[config.mk]
export PLATFORM = sky130hd
export DESIGN_NAME = uart_tx_fifo
export DESIGN_NICKNAME = d
export VERILOG_FILES = /design/src/rtl/uart_tx_fifo_pkg.sv /design/src/rtl/uart_tx_fifo_sync_fifo.sv /design/src/rtl/uart_tx_fifo.sv
export SDC_FILE = /design/constraint.sdc
export NUM_CORES = 1
export LEC_CHECK = 0
export ABC_CLOCK_PERIOD_IN_PS = 3900
export BUFFER_PORTS_ARGS = -buffer_cell sky130_fd_sc_hd__clkbuf_2
export CORE_MARGIN = 4
export CORE_UTILIZATION = 30
export CTS_BUF_LIST = sky130_fd_sc_hd__clkbuf_4
export DETAILED_ROUTE_END_ITERATION = 7
export SLEW_MARGIN = 5
export SYNTH_ARGS = -nofsm -noshare
export SYNTH_HDL_FRONTEND = slang
export SYNTH_SLANG_ARGS = --single-unit
[constraint.sdc]
create_clock -name clk -period 3.9 [get_ports clk]
set_input_delay 0.78 -clock clk [delete_from_list [all_inputs] [get_ports clk]]
set_output_delay 0.78 -clock clk [all_outputs]
set_load 0.005 [all_outputs]
[src/rtl/uart_tx_fifo_pkg.sv]
// Shared definitions for the buffered 8N1 UART transmitter: FSM encoding,
// frame constants and the divider floor.
package uart_tx_fifo_pkg;

  typedef enum logic [1:0] {
    ST_IDLE  = 2'd0,
    ST_START = 2'd1,
    ST_DATA  = 2'd2,
    ST_STOP  = 2'd3
  } tx_state_e;

  localparam int DIV_MIN   = 4;
  localparam int DATA_BITS = 8;

  // Dividers below DIV_MIN are raised to it so a bit always spans DIV_MIN clocks.
  function automatic logic [31:0] clamp_div(input logic [31:0] v);
    return (v < 32'(DIV_MIN)) ? 32'(DIV_MIN) : v;
  endfunction

endpackage

[src/rtl/uart_tx_fifo_sync_fifo.sv]
// Show-ahead synchronous FIFO. A push while full is accepted only when a pop
// happens in the same cycle; the count register is kept apart from the pointers.
module sync_fifo #(
  parameter int WIDTH = 8,
  parameter int DEPTH = 8,
  localparam int AW = $clog2(DEPTH)
) (
  input  logic             clk,
  input  logic             reset_n,
  input  logic             push,
  input  logic [WIDTH-1:0] din,
  input  logic             pop,
  output logic [WIDTH-1:0] dout,
  output logic [AW:0]      count,
  output logic             full,
  output logic             empty
);

  logic [WIDTH-1:0] r_mem [DEPTH];
  logic [AW-1:0]    r_wptr;
  logic [AW-1:0]    r_rptr;
  logic [AW:0]      r_count;
  logic             w_do_pop;
  logic             w_do_push;

  assign w_do_pop  = pop && !empty;
  assign w_do_push = push && (!full || w_do_pop);

  always_ff @(posedge clk) begin
    if (!reset_n) begin
      r_wptr  <= '0;
      r_rptr  <= '0;
      r_count <= '0;
    end else begin
      if (w_do_push) r_wptr <= r_wptr + AW'(1);
      if (w_do_pop)  r_rptr <= r_rptr + AW'(1);
      case ({w_do_push, w_do_pop})
        2'b10:   r_count <= r_count + (AW+1)'(1);
        2'b01:   r_count <= r_count - (AW+1)'(1);
        default: r_count <= r_count;
      endcase
    end
  end

  always_ff @(posedge clk) begin
    if (w_do_push) r_mem[r_wptr] <= din;
  end

  assign dout  = r_mem[r_rptr];
  assign count = r_count;
  assign full  = (r_count == (AW+1)'(DEPTH));
  assign empty = (r_count == '0);

endmodule

[src/rtl/uart_tx_fifo.sv]
// Buffered 8N1 UART transmitter: bytes queue in a FIFO and are serialised LSB
// first; each frame is 10 bits of bit_div clocks, bit_div latched at the pop.
module uart_tx_fifo
  import uart_tx_fifo_pkg::*;
#(
  parameter int FIFO_DEPTH = 8,
  parameter int DIV_WIDTH  = 16,
  parameter int DIV_RESET  = 87,
  localparam int CW = $clog2(FIFO_DEPTH) + 1
) (
  input  logic                 clk,
  input  logic                 reset_n,
  input  logic                 data_write,
  input  logic [7:0]           data_in,
  input  logic                 div_write,
  input  logic [DIV_WIDTH-1:0] div_in,
  input  logic                 clear_ovf,
  output logic                 tx,
  output logic                 busy,
  output logic [CW-1:0]        fifo_count,
  output logic                 fifo_full,
  output logic                 overflow
);

  // data_write, div_write and clear_ovf are single-cycle strobes with no
  // back-pressure: a strobe acts on the clock edge where it is high, exactly once.
  tx_state_e            r_state;
  logic                 r_tx;
  logic [DIV_WIDTH-1:0] r_div;
  logic [DIV_WIDTH-1:0] r_bit_div;
  logic [DIV_WIDTH-1:0] r_timer;
  logic [2:0]           r_bit_cnt;
  logic [7:0]           r_shift;
  logic                 r_ovf;
  logic [7:0]           w_fifo_dout;
  logic [CW-1:0]        w_count;
  logic                 w_full;
  logic                 w_empty;
  logic                 w_pop;
  logic                 w_ovf_set;

  // Pop from IDLE, or on the final stop-bit clock so frames run back to back.
  assign w_pop = !w_empty &&
                 ((r_state == ST_IDLE) || ((r_state == ST_STOP) && (r_timer == '0)));
  assign w_ovf_set = data_write && w_full && !w_pop;

  sync_fifo #(
    .WIDTH (8),
    .DEPTH (FIFO_DEPTH)
  ) u_fifo (
    .clk     (clk),
    .reset_n (reset_n),
    .push    (data_write),
    .din     (data_in),
    .pop     (w_pop),
    .dout    (w_fifo_dout),
    .count   (w_count),
    .full    (w_full),
    .empty   (w_empty)
  );

  always_ff @(posedge clk) begin
    if (!reset_n) begin
      r_div <= DIV_WIDTH'(DIV_RESET);
    end else if (div_write) begin
      r_div <= DIV_WIDTH'(clamp_div(32'(div_in)));
    end
  end

  always_ff @(posedge clk) begin
    if (!reset_n) begin
      r_ovf <= 1'b0;
    end else if (w_ovf_set) begin
      r_ovf <= 1'b1;
    end else if (clear_ovf) begin
      r_ovf <= 1'b0;
    end
  end

  always_ff @(posedge clk) begin
    if (!reset_n) begin
      r_state   <= ST_IDLE;
      r_tx      <= 1'b1;
      r_bit_div <= DIV_WIDTH'(DIV_RESET);
      r_timer   <= '0;
      r_bit_cnt <= '0;
      r_shift   <= '0;
    end else if (w_pop) begin
      r_state   <= ST_START;
      r_tx      <= 1'b0;
      r_shift   <= w_fifo_dout;
      r_bit_div <= r_div;
      r_timer   <= r_div - DIV_WIDTH'(1);
    end else if (r_timer != '0) begin
      r_timer <= r_timer - DIV_WIDTH'(1);
    end else begin
      case (r_state)
        ST_START: begin
          r_state   <= ST_DATA;
          r_tx      <= r_shift[0];
          r_shift   <= r_shift >> 1;
          r_bit_cnt <= '0;
          r_timer   <= r_bit_div - DIV_WIDTH'(1);
        end
        ST_DATA: begin
          r_timer <= r_bit_div - DIV_WIDTH'(1);
          if (r_bit_cnt == 3'(DATA_BITS - 1)) begin
            r_state <= ST_STOP;
            r_tx    <= 1'b1;
          end else begin
            r_tx      <= r_shift[0];
            r_shift   <= r_shift >> 1;
            r_bit_cnt <= r_bit_cnt + 3'd1;
          end
        end
        ST_STOP: begin
          r_state <= ST_IDLE;
        end
        default: begin
          r_state <= ST_IDLE;
        end
      endcase
    end
  end

  assign tx         = r_tx;
  assign busy       = (r_state != ST_IDLE) || (w_count != '0);
  assign fifo_count = w_count;
  assign fifo_full  = w_full;
  assign overflow   = r_ovf;

endmodule
==> results.py <==
metrics = {
    "worst_hold_path": {
        "whs_path_depth": 2,
        "worstHoldStart": "u_fifo.r_rptr[1]$_SDFFE_PN0P_",
        "hp-class": "reg -> reg",
    },
    "worst_setup_path": {
        "path_class": "reg -> reg",
        "cp_max_fo": 23,
        "slowest_delay_ns": 0.66,
        "critical_path.startpoint_type": "register",
        "worstSetupEndpointType": "register",
        "path_cells": "o41a_2 -> a21oi_4 -> buf_4 -> a2bb2oi_1 -> inv_1 -> ha_1 -> and2_1 -> a221o_1 -> a21oi_1",
        "required_ns": 4.36,
        "r2r_cells": 9,
        "cp_num_buf_inv": 2,
        "r2r_slack_ns": 0.64,
        "critPathTopFamily": "compound AO/OA/AOI/OAI gates",
        "r2r-end": "r_timer[4]$_SDFFE_PN0P_",
        "cpMaxStageDelayCell": "o41a_2",
        "arrival_ns": 3.72,
        "r2r-start": "u_fifo.count[0]$_SDFFE_PN0P_",
    },
    "sta": {
        "setup_viol": 0,
        "finalSetupTns_ns": 0,
        "post-route-period-util_pct": 83.5,
        "hold_violations": 0,
        "setup_ws_ns": 0.643,
        "tightest_slew_ns": 0.958,
        "slew_headroom_pct": 36.0,
        "finalMaxSlewViolations": 0,
        "final.setup_skew_ns": 0.0265,
        "final.min_clock_period_ns": 3.26,
        "grt_setup_unrepaired": "no",
        "holdWs_ns": 0.470,
        "max_freq_ghz": 0.307,
    },
    "routing": {
        "ant_nets": 0,
        "via_per_inst": 4.93,
        "wl_per_cell_um": 15.5,
        "drt_iter0_drc": 224,
        "wl_um": 13100,
        "vias": 4151,
        "first_pass_iters": 4,
        "drt_drc_violations_left": 0,
    },
    "logic_synthesis": {
        "postSynthCellCount": 528,
        "synth_area_mm2": 0.00609,
        "yosys_warnings": 0,
        "netlist.area_leader.share_pct": 31.6,
        "ys_ff_latch": 140,
        "async_flop_share_pct": 0,
        "ys_seq_area_share_pct": 56.5,
        "syn_nets": 569,
        "synthTopCellsByArea": "edfxtp_1, dfxtp_1, mux4_2",
        "synth_ff_type": "dfxtp_1",
        "synth_edf_count": 64,
        "ys_types": 59,
        "synth_top_cell_by_area": "edfxtp_1",
        "synth_area_per_cell_um2": 11.5,
    },
    "clocking": {
        "hold_buffers": 0,
        "path_clk_slew_ns": 0.13,
        "post_cts_resized": 0,
        "clkSinkCount": 140,
        "cts_max_level": 4,
        "clk_latency_ns": 0.54,
        "clockRootBuffer": "clkbuf_4",
        "cts_inserted_buffers": 17,
        "cts_setup_buffers": 0,
        "cts_tree": "yes",
        "clockBufferDepth": 2,
    },
    "die": {
        "fp.dieH_um": 150,
        "rows": 51,
        "start_util_pct": 30.9,
        "coreArea_mm2": 0.0197,
        "die-width_um": 150,
        "boundaryPins": 37,
        "die-area_mm2": 0.0226,
    },
    "cells_and_area": {
        "area_growth_pct": 12.7,
        "layout.nets": 605,
        "final_cell_mix": "dfxtp_1, nor2_1, edfxtp_1",
        "mostFrequentLayoutCell": "dfxtp_1",
        "final_util_pct": 34.8,
        "fillCellCount": 1931,
        "layout-drive-gt1-share_pct": 18.9,
        "diodes": 0,
    },
    "grt": {
        "antenna_found_initial": 0,
        "grt_max_degree": 27,
        "grt_usage_pct": 12.0,
        "grt-ovfl-total": 0,
        "grt_pass1_vias": 4149,
        "grt_pass1_wl_um": 21300,
    },
    "placed_design": {
        "place_hpwl_um": 9370,
        "post-place-ws_ns": 0.663,
        "io_buffers": 36,
        "finalWeightedCongestion": 0.884,
    },
    "pwr": {
        "power_leakage_nw": 2.56,
        "powerDensity_mw_per_mm2": 728,
        "peakVddDrop_mv": 0.354,
    },
    "status": {
        "outcome": "finished clean",
    },
    "run": {
        "max_cap_violations": 0,
    },
}
-- power breakdown --
part / switching, mW / internal (mW) / total, mW
clock: 0.591 / 0.404 / 0.996
sequential: 0.215 / 1.73 / 1.94
combinational: 1.19 / 0.865 / 2.06
-- tightest hold or removal path: cells and delay by family (launching register included) --
| family | cells | cell delay [ns] |
|---|---|---|
| simple gates | 1 | 0.05 |
| compound gates | 1 | 0.06 |
| flops | 1 | 0.33 |
-- worst max path at each step --
stage	from	end	slack (ns)	cells after the start
2_1_floorplan	r_timer[7]$_SDFFE_PN0P_	u_fifo.count[3]$_SDFFE_PN0P_	0.76	14
4_1_cts	u_fifo.count[0]$_SDFFE_PN0P_	r_timer[4]$_SDFFE_PN0P_	0.65	9
3_3_place_gp	r_timer[15]$_SDFFE_PN0P_	u_fifo.count[3]$_SDFFE_PN0P_	0.72	12
3_5_place_dp	r_timer[15]$_SDFFE_PN0P_	u_fifo.count[3]$_SDFFE_PN0P_	0.66	12
5_1_grt	r_timer[15]$_SDFFE_PN0P_	u_fifo.count[3]$_SDFFE_PN0P_	0.32	12
6_report	u_fifo.count[0]$_SDFFE_PN0P_	r_timer[4]$_SDFFE_PN0P_	0.64	9
-- per-stage QoR --
step | area (µm²) | std cells | power (mW)
global route | 6860 | 842 | 5.37
finish | 6860 | 842 | 4.99
floorplan | 6090 | 528 | 3.53
global placement | 6560 | 810 | 3.99
detailed placement | 6560 | 810 | 4.02
CTS | 6860 | 842 | 5.03
-- metal layers --
layer	vias to the layer above	global-route usage, %	share of wire, %
met1	1991	16.0	45
met4	0	3.98	1.3
met5	-	0	0
li1	2032	-	-
met3	16	2.59	6.5
met2	112	19.3	47
-- registers in the layout, summed over array words and instances, names as in the netlist, named ones only --
register	flops
u_fifo.r_rptr	3
u_fifo.count	4
r_div	16
r_bit_cnt	3
u_fifo.r_mem	64
r_shift	8
tx	1
u_fifo.r_wptr	3
r_timer	16
overflow	1
r_state	2
r_bit_div	16
-- kinds of logic (layout without fill, tap and decap cells) --
kind of cell / count (synthesis) / after routing / synth area share [%]
adder cells (fa/ha/maj): 12 / 12 / 2.59
AO/OA/AOI/OAI: 113 / 113 / 12.8
XOR/XNOR: 11 / 11 / 1.58
multiplexers: 44 / 44 / 10.6
buffers and inverters: 41 / 90 / 2.84
flip-flops: 140 / 140 / 56.5
AND/OR/NAND/NOR: 167 / 167 / 13.1
-- cell type report --
type	count	area (µm²)	share of cell area, %
Inverter	13	48.8	0.711
Clock buffer	17	128	1.86
Tap cell	265	332	4.83
Multi-Input combinational cell	347	2490	36.2
Clock inverter	15	175	2.55
Sequential cell	140	3440	50.2
Timing Repair Buffer	45	248	3.61
-- cells in the mapped netlist, types with 11 or more instances --
master     n
nor2_1    67
mux4_2    16
inv_1     12
nand2_1   42
a21oi_1   39
mux2i_1   26
o21ai_0   17
ha_1      11
a211oi_1  16
dfxtp_1   76
clkbuf_1  21
nor2b_1   11
edfxtp_1  64
Power figures use the tool's default switching activity.
